$ cat src/rtl/opcode_encoder.sv
// Packs instruction field bundles into 32-bit words behind a 2-entry output FIFO.
// Optional immediate range checking is enabled by defining OPCODE_ENCODER_RANGE_CHECK_EN.
module opcode_encoder (
    input  logic        Clock,
    input  logic        Reset,
    input  logic        in_valid,
    output logic        in_ready,
    input  logic [5:0]  in_opcode,
    input  logic [1:0]  in_encoding,
    input  logic [1:0]  in_variant,
    input  logic [5:0]  in_register1,
    input  logic [5:0]  in_register2,
    input  logic [5:0]  in_register3,
    input  logic [31:0] in_immediate,
    input  logic [1:0]  in_operand_size,
    output logic        out_valid,
    input  logic        out_ready,
    output logic [31:0] out_word,
    output logic        out_error,
    output logic [15:0] encoded_count
);

    localparam logic [1:0] FMT_A = 2'b00;
    localparam logic [1:0] FMT_B = 2'b01;
    localparam logic [1:0] FMT_C = 2'b10;

    logic [31:0] word_p0;
    logic [1:0]  count_p1;
    logic [31:0] head_word_p1;
    logic [31:0] tail_word_p1;
    logic        push;
    logic        pop;

`ifdef OPCODE_ENCODER_RANGE_CHECK_EN
    logic signed [31:0] imm_s_p0;
    logic               error_p0;
    logic               head_err_p1;
    logic               tail_err_p1;

    function automatic logic fits_unsigned16(input logic [31:0] v);
        return (v[31:16] == 16'd0);
    endfunction

    function automatic logic fits_signed20(input logic signed [31:0] v);
        return (v >= -32'sd524288) && (v <= 32'sd524287);
    endfunction

    function automatic logic fits_signed8(input logic signed [31:0] v);
        return (v >= -32'sd128) && (v <= 32'sd127);
    endfunction

    assign imm_s_p0 = signed'(in_immediate);

    always_comb begin
        error_p0 = 1'b0;
        case (in_encoding)
            FMT_A:   error_p0 = 1'b0;
            FMT_B:   error_p0 = !fits_unsigned16(in_immediate);
            FMT_C:   error_p0 = !fits_signed20(imm_s_p0);
            default: error_p0 = !fits_signed8(imm_s_p0);
        endcase
    end
`else
    logic unused_imm_hi;
    assign unused_imm_hi = ^in_immediate[31:20];
`endif

    // Stage p0: combinational packing of the presented bundle.
    always_comb begin
        word_p0        = 32'd0;
        word_p0[31:30] = in_encoding;
        word_p0[29:24] = in_opcode;
        word_p0[17:16] = in_variant;
        case (in_encoding)
            FMT_A: begin
                word_p0[23:18] = in_register1;
                word_p0[15:14] = in_register3[1:0];
                word_p0[13:8]  = in_register2;
                word_p0[7:6]   = in_operand_size;
                word_p0[3:0]   = in_register3[5:2];
            end
            FMT_B: begin
                word_p0[23:18] = in_register1;
                word_p0[15:8]  = in_immediate[7:0];
                word_p0[7:0]   = in_immediate[15:8];
            end
            FMT_C: begin
                word_p0[23:18] = in_immediate[5:0];
                word_p0[15:8]  = in_immediate[13:6];
                word_p0[7:6]   = in_operand_size;
                word_p0[5:0]   = in_immediate[19:14];
            end
            default: begin
                word_p0[23:18] = in_register1;
                word_p0[15:14] = in_immediate[1:0];
                word_p0[13:8]  = in_register2;
                word_p0[7:6]   = in_operand_size;
                word_p0[5:0]   = in_immediate[7:2];
            end
        endcase
    end

    assign in_ready  = (count_p1 < 2'd2);
    assign out_valid = (count_p1 != 2'd0);
    assign push      = in_valid && in_ready;
    assign pop       = out_valid && out_ready;

    // Stage p1: FIFO control, head entry and delivered-word counter.
    always_ff @(posedge Clock) begin
        if (Reset) begin
            count_p1      <= 2'd0;
            head_word_p1  <= 32'd0;
            encoded_count <= 16'd0;
        end else begin
            if (pop) begin
                encoded_count <= encoded_count + 16'd1;
            end
            case (count_p1)
                2'd0: begin
                    if (push) begin
                        head_word_p1 <= word_p0;
                        count_p1     <= 2'd1;
                    end
                end
                2'd1: begin
                    if (push && pop) begin
                        head_word_p1 <= word_p0;
                    end else if (push) begin
                        count_p1 <= 2'd2;
                    end else if (pop) begin
                        count_p1 <= 2'd0;
                    end
                end
                default: begin
                    if (pop) begin
                        head_word_p1 <= tail_word_p1;
                        count_p1     <= 2'd1;
                    end
                end
            endcase
        end
    end

    // The tail slot only ever holds data behind a valid head, so it needs no reset.
    always_ff @(posedge Clock) begin
        if (count_p1 == 2'd1 && push && !pop) begin
            tail_word_p1 <= word_p0;
        end
    end

    assign out_word = head_word_p1;

`ifdef OPCODE_ENCODER_RANGE_CHECK_EN
    always_ff @(posedge Clock) begin
        if (Reset) begin
            head_err_p1 <= 1'b0;
        end else if ((count_p1 == 2'd0 && push) || (count_p1 == 2'd1 && push && pop)) begin
            head_err_p1 <= error_p0;
        end else if (count_p1 == 2'd2 && pop) begin
            head_err_p1 <= tail_err_p1;
        end
    end

    always_ff @(posedge Clock) begin
        if (count_p1 == 2'd1 && push && !pop) begin
            tail_err_p1 <= error_p0;
        end
    end

    assign out_error = head_err_p1;
`else
    assign out_error = 1'b0;
`endif

endmodule

$ cat config.mk
export PLATFORM = sky130hd
export DESIGN_NAME = opcode_encoder
export DESIGN_NICKNAME = d
export VERILOG_FILES = /design/src/rtl/opcode_encoder.sv
export SDC_FILE = /design/constraint.sdc
export NUM_CORES = 1
export LEC_CHECK = 0
export ABC_CLOCK_PERIOD_IN_PS = 7700
export CORE_AREA = 5 5 88 90
export CTS_CLUSTER_SIZE = 28
export DETAILED_ROUTE_END_ITERATION = 10
export DIE_AREA = 0 0 93 95
export DONT_BUFFER_PORTS = 1
export HOLD_SLACK_MARGIN = 0.1
export PLACE_DENSITY = 0.76
export SYNTH_ARGS = -nofsm -noshare
export SYNTH_HDL_FRONTEND = slang
export SYNTH_SLANG_ARGS = --single-unit
$ cat constraint.sdc
create_clock -name Clock -period 7.7 [get_ports Clock]
set_input_delay 1.54 -clock Clock [delete_from_list [all_inputs] [get_ports Clock]]
set_output_delay 1.54 -clock Clock [all_outputs]
set_load 0.05 [all_outputs]
==> summary.md <==
| Metric | Value |
|---|---|
| Hold Crit Endpoint | `count_p1[1]` |
| Sw Ratio | `approximately 27%` |
| Worst VDD drop | `0.000115 V` |
| Post-synthesis net count | `about 420` |
| Yosys warns | `0` |
| Final instance area | `0.00398 mm^2` |
| Reg2Reg Setup Slack | `5.57 ns` |
| Most common cell after layout, fill and taps aside | `dfxtp_1` |
| Initial drt markers | `98` |
| Hold_buf cts | `0` |
| Reg clk slew, reported paths | `approximately 0.080 ns` |
| Postcts setup bufs | `0` |
| Reg2reg start | `encoded_count[0]` |
| Clk network pwr share | `between 30% and 40%` |
| Max_cap viols | `0` |
| Worst hold slack | `a little over 0.6 ns` |
| Die Width | `between 90 and 100 um` |
| Max-slew headroom | `34.7%` |
| R2r worst-path depth | `4` |
| Initial Util | `54.2%` |
| Die height | `95 um` |
| # DRC | `0` |
| CTS Buffer Depth | `2` |
| Met3 wire length | `646 um` |
| Post-synth EDFFs | `32` |
| # IOs | `117` |
| Post-route clock skew | `0.00546 ns` |
| PortBufs | `0` |
| CTS Root Cell | `clkbuf_8` |
| Layout cells sized above 1 | `13.0%` |
| Via count | `2495` |
| Top Layer Used | `met4` |
| Min-delay src | `count_p1[0]` |
| # clock sinks | `82` |
| Power density over the cells | `roughly 240 mW/mm^2` |
| Setup-failing EPs final | `0` |
| Post-synth ARST share | `0%` |
| Met2 wire length | `approximately 3.9 mm` |
| RR Endpoint | `encoded_count[14]` |
| Dpl hpwl | `5.69 mm` |
| Comb pwr share | `8.1%` |
| Crit end category | `output port` |
| Post-CTS Resized | `0` |
| Commonest non-fill, non-tap cells in the layout | `49 x dfxtp_1, 41 x nor2_1, 32 x edfxtp_1, 29 x mux2i_1, 27 x nand2_1` |
| Cell Int Power | `between 0.0006 and 0.0007 W` |
| Wire length of the first global-routing pass | `roughly 13 mm` |
| Synth Area in Compound Gates | `11.9%` |
| Synth Area in Simple Gates | `13.3%` |
| Wire per inst | `19.4 um` |
| Layout Nets | `400` |
| Sequential power share | `a little under three fifths` |
| Worst-skew pair later-pin latency | `between 0.3 and 0.4 ns` |
| Crit path max fanout | `31` |
| Std-Cell Rows | `31` |
| Largest family of logic cells by synthesized area | `multiplexers` |
| Main flop type after synthesis | `dfxtp_1` |
| Largest net degree at the start of global routing | `55` |
| RePlAce Congestion | `just over 0.7` |
| Mapped cell area | `0.00378 mm^2` |
| HP Class | `reg2reg` |
| CP startpoint kind | `flop` |
| Required time worst endpoint | `6.16 ns` |
| Max Fclk | `286 MHz` |
| Tcrit/Tclk final | `between 40% and 50%` |
| Crit path time final | `3.49 ns` |
| DR vias/cell | `5.94` |
| Max Slew Vio Count | `0` |
| Grt ovf | `0` |
| Core area | `approximately 0.0070 mm^2` |
| Post-Syn Area per Cell | `10.9 um^2` |
| Sw Pwr | `0.000258 W` |
| Final TNS setup | `0 ns` |
| Mux contribution to synthesized area | `roughly 16%` |
| Adder-Cell Fraction of Synth Area | `less than 1%` |
| Seq/Total Area, Yosys | `51.9%` |
| Signal arrival time at the worst endpoint | `1.95 ns` |
| Cells after Synth | `348` |
| Detailed Route WL | `8.16 mm` |
| Number of buffers created by CTS | `9` |
| Worst hold stages | `2` |
| Placed Area | `between 0.003 and 0.004 mm^2` |
| RSZ-0062 raised after global routing | `no` |
| Met1 wire length | `between 3 and 4 mm` |
| Area growth syn-to-layout | `5.19%` |
| Setup CP Type | `reg2out` |
| Htree depth | `3` |
| Slew @ Worst Pin | `between 0.9 and 1 ns` |
| Outcome | `complete, no violations` |
| Yosys cell types | `39` |
| Diodes inserted | `0` |
| GRT Resource Usage Total | `18.9%` |
| Initial antenna violation count | `0` |
| DRT Pass-1 Iters | `4` |
| Die Area | `a little under 0.009 mm^2` |
| Antenna Nets Post-Route | `0` |
| Leakage dissipation | `1.41 nW` |
| Hold Fails Final Rpt | `0` |
| CTS tree | `yes` |
| Yosys reg bits | `82` |
| Vias in the first global route | `2564` |
| XOR/XNOR share of the synthesized area | `2.31%` |
[routing by layer]
metal,track usage (%),vias up
met4,7.81,0
met1,22.4,1172
met5,0,-
met3,7.57,10
met2,30.5,86
li1,-,1227
[power by group through the flow]
stage | clock network (W) | logic [W] | registers (W)
final | 0.000327 | 0.0000764 | 0.000542
after global routing | 0.000356 | 0.0000857 | 0.000545
after CTS | 0.000336 | 0.0000773 | 0.000543
after detailed placement | 0 | 0.0000768 | 0.000553
after global placement | 0 | 0.0000746 | 0.000553
after floorplan | 0 | 0.0000750 | 0.000547
[per-stage QoR]
step,util (%),total power [W],cells,setup WS (ns)
global placement,54.0,0.000627,404,4.56
global route,57.0,0.000987,420,4.08
CTS,57.0,0.000956,420,4.17
detailed placement,54.0,0.000630,404,4.56
finish,57.0,0.000946,420,4.21
floorplan,-,0.000622,348,3.91
[worst max-delay path by stage]
stage / start / endpoint / slack, ns / cells past startpoint
3_5_place_dp: count_p1[1] / in_ready / 4.56 / 2
2_1_floorplan: out_ready / tail_word_p1[0] / 3.91 / 3
5_1_grt: count_p1[1] / in_ready / 4.08 / 2
4_1_cts: count_p1[1] / in_ready / 4.17 / 2
6_report: count_p1[1] / in_ready / 4.21 / 2
3_3_place_gp: count_p1[1] / in_ready / 4.56 / 2
[worst max-delay path: stages (launching register included)]
cell and delay [ns]:
dfxtp_2 0.63, buf_4 0.46, inv_1 0.51
[cells by family after synthesis]
| family | count (synthesis) |
|---|---|
| AND/OR/NAND/NOR | 104 |
| flip-flops | 82 |
| AO/OA/AOI/OAI | 66 |
| multiplexers | 50 |
| buffers and inverters | 34 |
| XOR/XNOR | 10 |
| adder cells (fa/ha/maj) | 1 |
| other | 1 |
[final cells by class]
| type | count | area, um^2 |
|---|---|---|
| fillers | 603 | 3000 |
| well taps | 82 | 103 |
| clock inverters | 6 | 81.3 |
| inverters | 6 | 22.5 |
| clock buffers | 10 | 128 |
| flip-flops and latches | 82 | 1960 |
| multi-input cells | 232 | 1670 |
| repair buffers | 2 | 15.0 |
[sequential cells by signal, summed over array words and instances (netlist names)]
name and flops:
count_p1 2, encoded_count 16, out_word 32, tail_word_p1 32
[cells in the mapped netlist, drive strengths merged, types with 2 or more instances]
| library cell | number | share of area (%) |
|---|---|---|
| dfxtp | 50 | 26 |
| nor2 | 42 | 4.2 |
| edfxtp | 32 | 25 |
| mux2i | 29 | 7.7 |
| nand2 | 27 | 2.7 |
| a21oi | 24 | 3.2 |
| a211oi | 23 | 4.6 |
| buf | 18 | 2.8 |
| mux2 | 15 | 4.5 |
| nand2b | 13 | 2.1 |
| o211ai | 11 | 2.5 |
| clkbuf | 10 | 0.99 |
| xnor2 | 7 | 1.6 |
| inv | 6 | 0.60 |
| mux4 | 6 | 3.6 |
| nand3 | 4 | 0.53 |
| nor2b | 4 | 0.66 |
| nor3 | 4 | 0.53 |
| nor4 | 4 | 1.1 |
| xor2 | 3 | 0.69 |
| a22o | 2 | 0.46 |
| nand4 | 2 | 0.73 |
| o21ai | 2 | 0.26 |
No activity file was read; power rests on OpenSTA's default activity.
